## config.mk

```make
export PLATFORM = sky130hd
export DESIGN_NAME = discharge_scheduler
export DESIGN_NICKNAME = d
export VERILOG_FILES = /design/src/rtl/discharge_scheduler.sv
export SDC_FILE = /design/constraint.sdc
export NUM_CORES = 1
export LEC_CHECK = 0
export ABC_AREA = 1
export ABC_CLOCK_PERIOD_IN_PS = 6400
export CAP_MARGIN = 20
export CORE_AREA = 2 2 105 148
export DETAILED_ROUTE_END_ITERATION = 10
export DIE_AREA = 0 0 107 150
export PLACE_DENSITY = 0.64
export SLEW_MARGIN = 20
export SYNTH_ARGS = -nofsm -noshare
export SYNTH_HDL_FRONTEND = slang
export SYNTH_SLANG_ARGS = --single-unit
export TNS_END_PERCENT = 50
```

## constraint.sdc

```tcl
create_clock -name clk -period 6.4 [get_ports clk]
set_clock_uncertainty 0.05 [all_clocks]
set_input_delay 0.64 -clock clk [delete_from_list [all_inputs] [get_ports clk]]
set_output_delay 0.64 -clock clk [all_outputs]
set_load 0.03 [all_outputs]
```

## src/rtl/discharge_scheduler.sv

```systemverilog
// Discharge pulse scheduler: hands out breakdown-gated discharge pulses to up
// to four power channels in round-robin order.
//
//   state    | meaning
//   ---------+--------------------------------------------------------------
//   IDLE     | machining disabled or no channel enabled, gates off
//   SELECT   | pick next enabled channel, latch ton/ts for this pulse
//   WAIT_BD  | gate on, waiting for gap current to show breakdown
//   ON       | gate on for the latched on-time after breakdown
//   OFF      | gate off for the latched off-time (ts - ton, minimum 1)
//
// Once a pulse has started, its off-time always completes. A start drop or a
// short only shortens the gate-on part. The only way to cut a pulse short is
// rst.
module discharge_scheduler #(
    parameter logic [15:0] T_WAIT_MAX = 16'd250,
    parameter logic [15:0] I_START    = 16'd3060
) (
    input  logic        clk,
    input  logic        rst,
    input  logic        start,
    input  logic [3:0]  ch_en,
    input  logic [15:0] ton,
    input  logic [15:0] ts,
    input  logic [15:0] i_sample,
    input  logic        short_flag,
    output logic [3:0]  pwm,
    output logic        pwm_cut,
    output logic [1:0]  cur_ch,
    output logic        pulse_done,
    output logic        open_pulse,
    output logic        busy
);

    typedef enum logic [2:0] {
        S_IDLE,
        S_SELECT,
        S_WAIT_BD,
        S_ON,
        S_OFF
    } state_t;

    localparam logic [15:0] WAIT_LAST = T_WAIT_MAX - 16'd1;

    state_t      state;
    logic [15:0] ton_q;
    logic [15:0] ts_q;
    logic [15:0] wait_cnt;
    logic [15:0] tmr;

    logic        run_ok;
    logic        pick_vld;
    logic [1:0]  pick_ch;
    logic [15:0] ton_eff;
    logic [15:0] toff_eff;

    // Search order starts one past the last grant. Offset 4 wraps back to the
    // last grant itself, so a lone enabled channel is granted again.
    function automatic logic [2:0] rr_pick(input logic [1:0] last,
                                           input logic [3:0] en);
        logic [2:0] res;
        logic [1:0] idx;
        res = 3'b000;
        for (int i = 4; i >= 1; i--) begin
            idx = last + i[1:0];
            if (en[idx]) begin
                res = {1'b1, idx};
            end
        end
        return res;
    endfunction

    // Round-robin grant, continue/stop decision and effective pulse timing
    always_comb begin
        {pick_vld, pick_ch} = rr_pick(cur_ch, ch_en);
        run_ok   = start && (ch_en != 4'b0000);
        ton_eff  = (ton_q == 16'd0) ? 16'd1 : ton_q;
        toff_eff = (ts_q <= ton_q) ? 16'd1 : (ts_q - ton_q);
    end

    // Sequencing FSM. All outputs are registered here. Strobes default low
    // every cycle.
    always_ff @(posedge clk) begin
        if (rst) begin
            state      <= S_IDLE;
            cur_ch     <= 2'd3;
            pwm        <= 4'b0000;
            pwm_cut    <= 1'b0;
            pulse_done <= 1'b0;
            open_pulse <= 1'b0;
            busy       <= 1'b0;
            ton_q      <= 16'd0;
            ts_q       <= 16'd0;
            wait_cnt   <= 16'd0;
            tmr        <= 16'd0;
        end else begin
            pwm_cut    <= 1'b0;
            pulse_done <= 1'b0;
            open_pulse <= 1'b0;
            case (state)
                S_IDLE: begin
                    pwm <= 4'b0000;
                    if (run_ok) begin
                        state <= S_SELECT;
                        busy  <= 1'b1;
                    end
                end

                S_SELECT: begin
                    if (start && pick_vld) begin
                        cur_ch   <= pick_ch;
                        ton_q    <= ton;
                        ts_q     <= ts;
                        wait_cnt <= 16'd0;
                        pwm      <= 4'b0001 << pick_ch;
                        state    <= S_WAIT_BD;
                    end else begin
                        // Enables vanished between OFF exit and the grant
                        state <= S_IDLE;
                        busy  <= 1'b0;
                    end
                end

                S_WAIT_BD: begin
                    if (!start) begin
                        pwm      <= 4'b0000;
                        wait_cnt <= 16'd0;
                        tmr      <= toff_eff - 16'd1;
                        state    <= S_OFF;
                    end else if (i_sample >= I_START) begin
                        wait_cnt <= 16'd0;
                        tmr      <= ton_eff - 16'd1;
                        state    <= S_ON;
                    end else if (wait_cnt == WAIT_LAST) begin
                        // Gap never broke down: give up on this pulse
                        open_pulse <= 1'b1;
                        pwm        <= 4'b0000;
                        wait_cnt   <= 16'd0;
                        tmr        <= toff_eff - 16'd1;
                        state      <= S_OFF;
                    end else begin
                        wait_cnt <= wait_cnt + 16'd1;
                    end
                end

                S_ON: begin
                    if (!start) begin
                        pwm   <= 4'b0000;
                        tmr   <= toff_eff - 16'd1;
                        state <= S_OFF;
                    end else if (short_flag) begin
                        pwm     <= 4'b0000;
                        pwm_cut <= 1'b1;
                        tmr     <= toff_eff - 16'd1;
                        state   <= S_OFF;
                    end else if (tmr == 16'd0) begin
                        pwm   <= 4'b0000;
                        tmr   <= toff_eff - 16'd1;
                        state <= S_OFF;
                    end else begin
                        tmr <= tmr - 16'd1;
                    end
                end

                S_OFF: begin
                    pwm <= 4'b0000;
                    if (tmr == 16'd0) begin
                        pulse_done <= 1'b1;
                        busy       <= run_ok;
                        state      <= run_ok ? S_SELECT : S_IDLE;
                    end else begin
                        tmr <= tmr - 16'd1;
                    end
                end

                default: begin
                    pwm   <= 4'b0000;
                    busy  <= 1'b0;
                    state <= S_IDLE;
                end
            endcase
        end
    end

endmodule

```

==> results of run 1 <==
-- flip-flops by register name (all words and copies together), names as in the netlist, 2 cells and up --
name and flops:
cur_ch 2, pwm 4, state 3, tmr 16, ton_q 16, ts_q 16
wait_cnt 16
-- cells by family after synthesis --
family	after synthesis
compound gates	177
fa+ha+maj	23
simple gates	475
flops	77
buf+inv	150
xor+xnor	29
-- final timing paths --
kind	startpoint	end
worst max-delay path	ton_q[12]	tmr[14]
worst min register to register	busy	busy
worst max register to register	ton_q[12]	tmr[14]
worst min-delay path	busy	busy
-- metal layers --
metal  routed length, um  up-vias
li1                    -     3161
met1                6990     2729
met2                8730      113
met3                 459       56
met4                 936        0
met5                   0        -
-- layout by cell type (no fill, tap or decap), types with 3 or more instances in the layout --
cell type / n
nor2_2: 12
nand3_1: 60
nand2_2: 9
clkbuf_16: 9
nand3b_1: 7
or2_2: 3
inv_1: 125
nor2_4: 6
xnor2_1: 4
o21ai_0: 74
clkdlybuf4s50_1: 63
a211oi_1: 3
nand4_1: 20
xor2_1: 25
nand2_4: 3
nor4_1: 3
ha_1: 22
nand2_1: 202
dfxtp_1: 77
nor3_1: 17
nand3_2: 7
a31oi_1: 4
buf_4: 3
inv_2: 7
a21oi_1: 78
a21oi_2: 4
o211ai_1: 6
nor2_1: 116
-- per-stage QoR --
stage	setup WS [ps]	hold WS [ps]	instance area, um2	cells	utilization
floorplan	3810	383	5810	931	-
global placement	3050	402	6640	1173	0.449
detailed placement	3030	388	6640	1173	0.449
CTS	3280	408	6950	1189	0.470
global route	3010	430	6950	1189	0.470
finish	3260	411	6950	1189	0.470
-- synth_stat cells, types with 2 or more instances --
cell type,number,area share
nor4_1,3,0.0032
nor3_2,2,0.0034
nand2_2,9,0.0097
buf_2,3,0.0026
ha_1,22,0.047
or2_2,3,0.0032
nand3_2,7,0.012
nand4_1,20,0.022
nor2_4,6,0.012
inv_1,125,0.081
a31oi_1,4,0.0043
o211ai_1,6,0.0077
nand3_4,2,0.0060
xnor2_1,4,0.0060
clkbuf_1,13,0.0084
nand2_1,202,0.13
nand4_2,2,0.0043
a211oi_1,3,0.0039
o21ai_0,74,0.064
inv_2,7,0.0045
xor2_1,25,0.038
a21oi_2,4,0.0060
nor3_1,17,0.015
a21oi_1,78,0.067
o21bai_1,2,0.0026
dfxtp_1,77,0.27
nand3_1,60,0.052
nor2_1,116,0.075
nor2_2,12,0.013
nand3b_1,7,0.0090
nand2_4,3,0.0058
-- layout make-up --
class | instances | area (um2) | share of cell area
Multi-Input combinational cell | 704 | 3700 | 0.533
Clock buffer | 11 | 243 | 0.0349
Sequential cell | 77 | 1540 | 0.222
Tap cell | 192 | 240 | 0.0346
Inverter | 134 | 505 | 0.0728
Clock inverter | 5 | 58.8 | 0.00847
Timing Repair Buffer | 66 | 653 | 0.0940
-- worst min-delay path, cell delays in order (launching register included) --
cell     delay (ps)
dfxtp_1         310
inv_1            50
a21oi_1          50
==> flow_summary.json, run 1 <==
{
  "grt.met3_usage": 0.0305,
  "synthArstFlopShare": 0,
  "clockRootBuffer": "clkbuf_16",
  "io_pins": 66,
  "cp_common_cell": "nand2_1",
  "synth_nets": 1010,
  "chipWidth_um": 107,
  "nNetsFinal": 1071,
  "worstMarginPinSlew_ps": 896,
  "dr.pass1.iters": 5,
  "use_met2": 0.409,
  "crit_path_end_kind": "flip-flop",
  "drc": 0,
  "clock-sinks": 77,
  "worstPathRequired_ps": 6620,
  "grt_max_degree": 51,
  "final_layout_size_suffix_gt1_frac": 0.0782,
  "worstSkewPairLatency_ps": 340,
  "rows": 53,
  "ff2ff_setup_slack_ps": 3260,
  "io_buffers": 63,
  "synth-seq-cells": 77,
  "critPathArrivalTime_ps": 3360,
  "syn_area_um2": 5810,
  "crit_chain": "inv_2, ha_1, nand2_1, nor2_1, and2_4, nand3_4, nand2_4, inv_4, nand2_1, ha_1, nand2_1, nor2_1, nand3_1, nand2_1, nand3_1, a21oi_1",
  "cts_tree": "done",
  "clk_path_buf_depth": 2,
  "final-setup-viol-count": 0,
  "ant_nets": 0,
  "path_delay_family": "simple AND/OR/NAND/NOR gates",
  "clk_pin_slew_ps": 60,
  "vias": 6059,
  "worstPathMaxFanout": 10,
  "grt_pass1_vias": 6120,
  "cts_buffers": 9,
  "wire_per_inst_um": 14.4,
  "cp_slowest_cell": "ha_1",
  "ctsResizeCount": 0,
  "initial_core_util": 0.393,
  "synth_cell_type_count": 44,
  "finalHoldViolations": 0,
  "ys_warn_count": 0,
  "criticalPathCategory": "flip-flop to flip-flop",
  "first_iter_violations": 233,
  "synth_top_family_by_area": "simple AND/OR/NAND/NOR gates",
  "dp_hpwl_mm": 13.7,
  "synth_compound_area_frac": 0.163,
  "grt_util_all_layers": 0.223,
  "synth_edf_count": 0,
  "synthSimpleGateAreaFrac": 0.379,
  "fmax_mhz": 318,
  "grt_pass1_wl_mm": 28.4,
  "cap_violations": 0,
  "cpPeakStageDelay_ps": 440,
  "die_area_um2": 16100,
  "worstRegToRegCells": 16,
  "synthFlopType": "dfxtp_1",
  "grt-ovfl-total": 0,
  "top_usage_layer": "met2",
  "startpoint_type": "flip-flop",
  "groute.layer.met1.usage": 0.241,
  "whs_path_depth": 2,
  "synth.avg_cell_area_um2": 6.25,
  "min_period_ps": 3140,
  "area_delta_synth_final_pct": 19.5,
  "fp.coreArea_um2": 14800,
  "ys_seq_area_frac": 0.265,
  "worstHoldPathType": "flip-flop to flip-flop",
  "slew_headroom": 0.402,
  "avgViaCountPerCell": 5.10,
  "cts-htree-levels": 3,
  "wl_mm": 17.1,
  "globalplace.congestion": 0.945,
  "synth_fa_ha_area_frac": 0.0508,
  "synthCells": 931,
  "grt_setup_unrepaired": "false",
  "fillCellCount": 1561,
  "cts_hold_buf": 0,
  "synth_xor_area_frac": 0.0437,
  "synthMuxAreaShare": 0,
  "die_h_um": 150,
  "antenna_found_initial": 0,
  "n_antenna_cell": 0,
  "final_max_slew_viol_count": 0,
  "cp.depth": 16,
  "post_cts_buffers": 0,
  "final.period_utilization": 0.491,
  "status": "finished clean",
  "finalSetupTns_ps": 0,
  "cp_num_buf_inv": 2
}
Power of run 1 is not shown: default switching activity piles up to over one toggle a cycle in this logic, so the estimate is an artifact.
==> run 2, diff against run 1 <==
Settings changed: ABC_CLOCK_PERIOD_IN_PS 6400 to 2900.
Clock period 6.4 ns to 2.9 ns, I/O delays scaled along.
==> flow_summary.json, run 2 (synthesis results as in run 1) <==
{
  "status": "finished clean",
  "finalHoldViolations": 0,
  "final_core_util": 0.484,
  "final_cell_mix": "201 x nand2_1, 125 x inv_1, 113 x nor2_1",
  "rows": 53,
  "final-setup-viol-count": 0,
  "fin_hold_ws_ps": 408,
  "clk_path_buf_depth": 2,
  "cap_violations": 0,
  "worstSkewPairLatency_ps": 340,
  "cts_tree": "done",
  "globalplace.congestion": 0.883,
  "groute.layer.met1.usage": 0.247,
  "slew_headroom": 0.669,
  "min_from": "busy",
  "grt_pass1_vias": 5960,
  "min_period_ps": 2680,
  "antenna_found_initial": 0,
  "cp_slowest_cell": "dfxtp_1",
  "grt_max_degree": 32,
  "worstPathRequired_ps": 3120,
  "grt.met3_usage": 0.0292,
  "fp.coreArea_um2": 14800,
  "n_antenna_cell": 0,
  "dp_hpwl_mm": 13.9,
  "nNetsFinal": 1089,
  "fmax_mhz": 374,
  "dr.pass1.iters": 7,
  "worstHoldPathType": "flip-flop to flip-flop",
  "wire_per_inst_um": 14.3,
  "startpoint": "ton_q[11]",
  "grt_util_all_layers": 0.224,
  "finalSetupTns_ps": 0,
  "crit_path_end_kind": "flip-flop",
  "path_delay_family": "simple AND/OR/NAND/NOR gates",
  "worstMarginPinSlew_ps": 496,
  "post_cts_buffers": 0,
  "critPathArrivalTime_ps": 2900,
  "use_met2": 0.415,
  "cts_hold_buf": 0,
  "placed_cell_area_um2": 6790,
  "area_delta_synth_final_pct": 23.2,
  "ant_nets": 0,
  "io_pins": 66,
  "final_max_slew_viol_count": 0,
  "clk_pin_slew_ps": 60,
  "worstReg2RegStart": "ton_q[11]",
  "clock-sinks": 77,
  "vias": 6114,
  "design_area_um2": 7160,
  "top_usage_layer": "met2",
  "ctsResizeCount": 0,
  "criticalPathCategory": "flip-flop to flip-flop",
  "cpPeakStageDelay_ps": 390,
  "final_layout_size_suffix_gt1_frac": 0.104,
  "cts_buffers": 9,
  "wl_mm": 17.2,
  "timing.rr.end": "tmr[2]",
  "worstPathMaxFanout": 10,
  "io_buffers": 63,
  "drc": 0,
  "whs_path_depth": 2,
  "worstRegToRegCells": 15,
  "die_h_um": 150,
  "cp_num_buf_inv": 3,
  "grt_setup_unrepaired": "false",
  "final.period_utilization": 0.923,
  "grt_pass1_wl_mm": 28.2,
  "die_area_um2": 16100,
  "cts-htree-levels": 3,
  "clockRootBuffer": "clkbuf_16",
  "startpoint_type": "flip-flop",
  "ff2ff_setup_slack_ps": 220,
  "avgViaCountPerCell": 5.07,
  "min_to": "busy",
  "first_iter_violations": 294,
  "layout_commonest_cell": "nand2_1",
  "crit_chain": "inv_1, ha_2, nand2_2, nor2_2, and2_4, nand2_2, nand2_4, nand2_4, inv_4, nand2_1, ha_1, buf_4, xnor2_1, nand2_1, a31oi_1",
  "initial_core_util": 0.393,
  "grt-ovfl-total": 0,
  "chipWidth_um": 107
}
run 2: changes by cell type in the layout (fill, tap and decap cells not counted), sizes merged:
cell / delta
bufinv: +2
clkbuf: -2
buf: +18
clkinvlp: -1
run 2: layout make-up:
cell class	instances	area, um2
well taps	192	240
clock buffers	9	225
flip-flops and latches	77	1540
clock inverters	6	111
multi-input cells	704	3740
fillers	1519	7620
repair buffers	84	801
inverters	134	505
run 2: worst reg2reg max path: cells and delay by family, from the launching register on:
| family | cells | cell delay (ps) |
|---|---|---|
| AND/OR/NAND/NOR | 8 | 840 |
| AO/OA/AOI/OAI | 1 | 150 |
| adder cells (fa/ha/maj) | 2 | 600 |
| buffers and inverters | 3 | 320 |
| flip-flops | 1 | 390 |
| XOR/XNOR | 1 | 240 |
run 2: per-layer routing:
layer	part of all wire	routed length [um]
met2	0.52	8880
met4	0.044	765
met1	0.40	6880
met5	0	0
met3	0.039	671
run 2: per-stage QoR:
step / cells / setup WS, ps
3_5_place_dp: 1191 / 122
6_report: 1206 / 223
3_3_place_gp: 1191 / 187
2_1_floorplan: 931 / 306
5_1_grt: 1206 / 13.5
4_1_cts: 1206 / 102
run 2: worst max-delay path by stage:
stage	endpoint	slack, ps	cells past startpoint
floorplan	tmr[14]	310	20
global route	tmr[14]	10	20
CTS	tmr[14]	100	18
detailed placement	tmr[14]	120	20
finish	tmr[2]	220	15
global placement	tmr[14]	190	18
Power of run 2 is left out for the same reason.
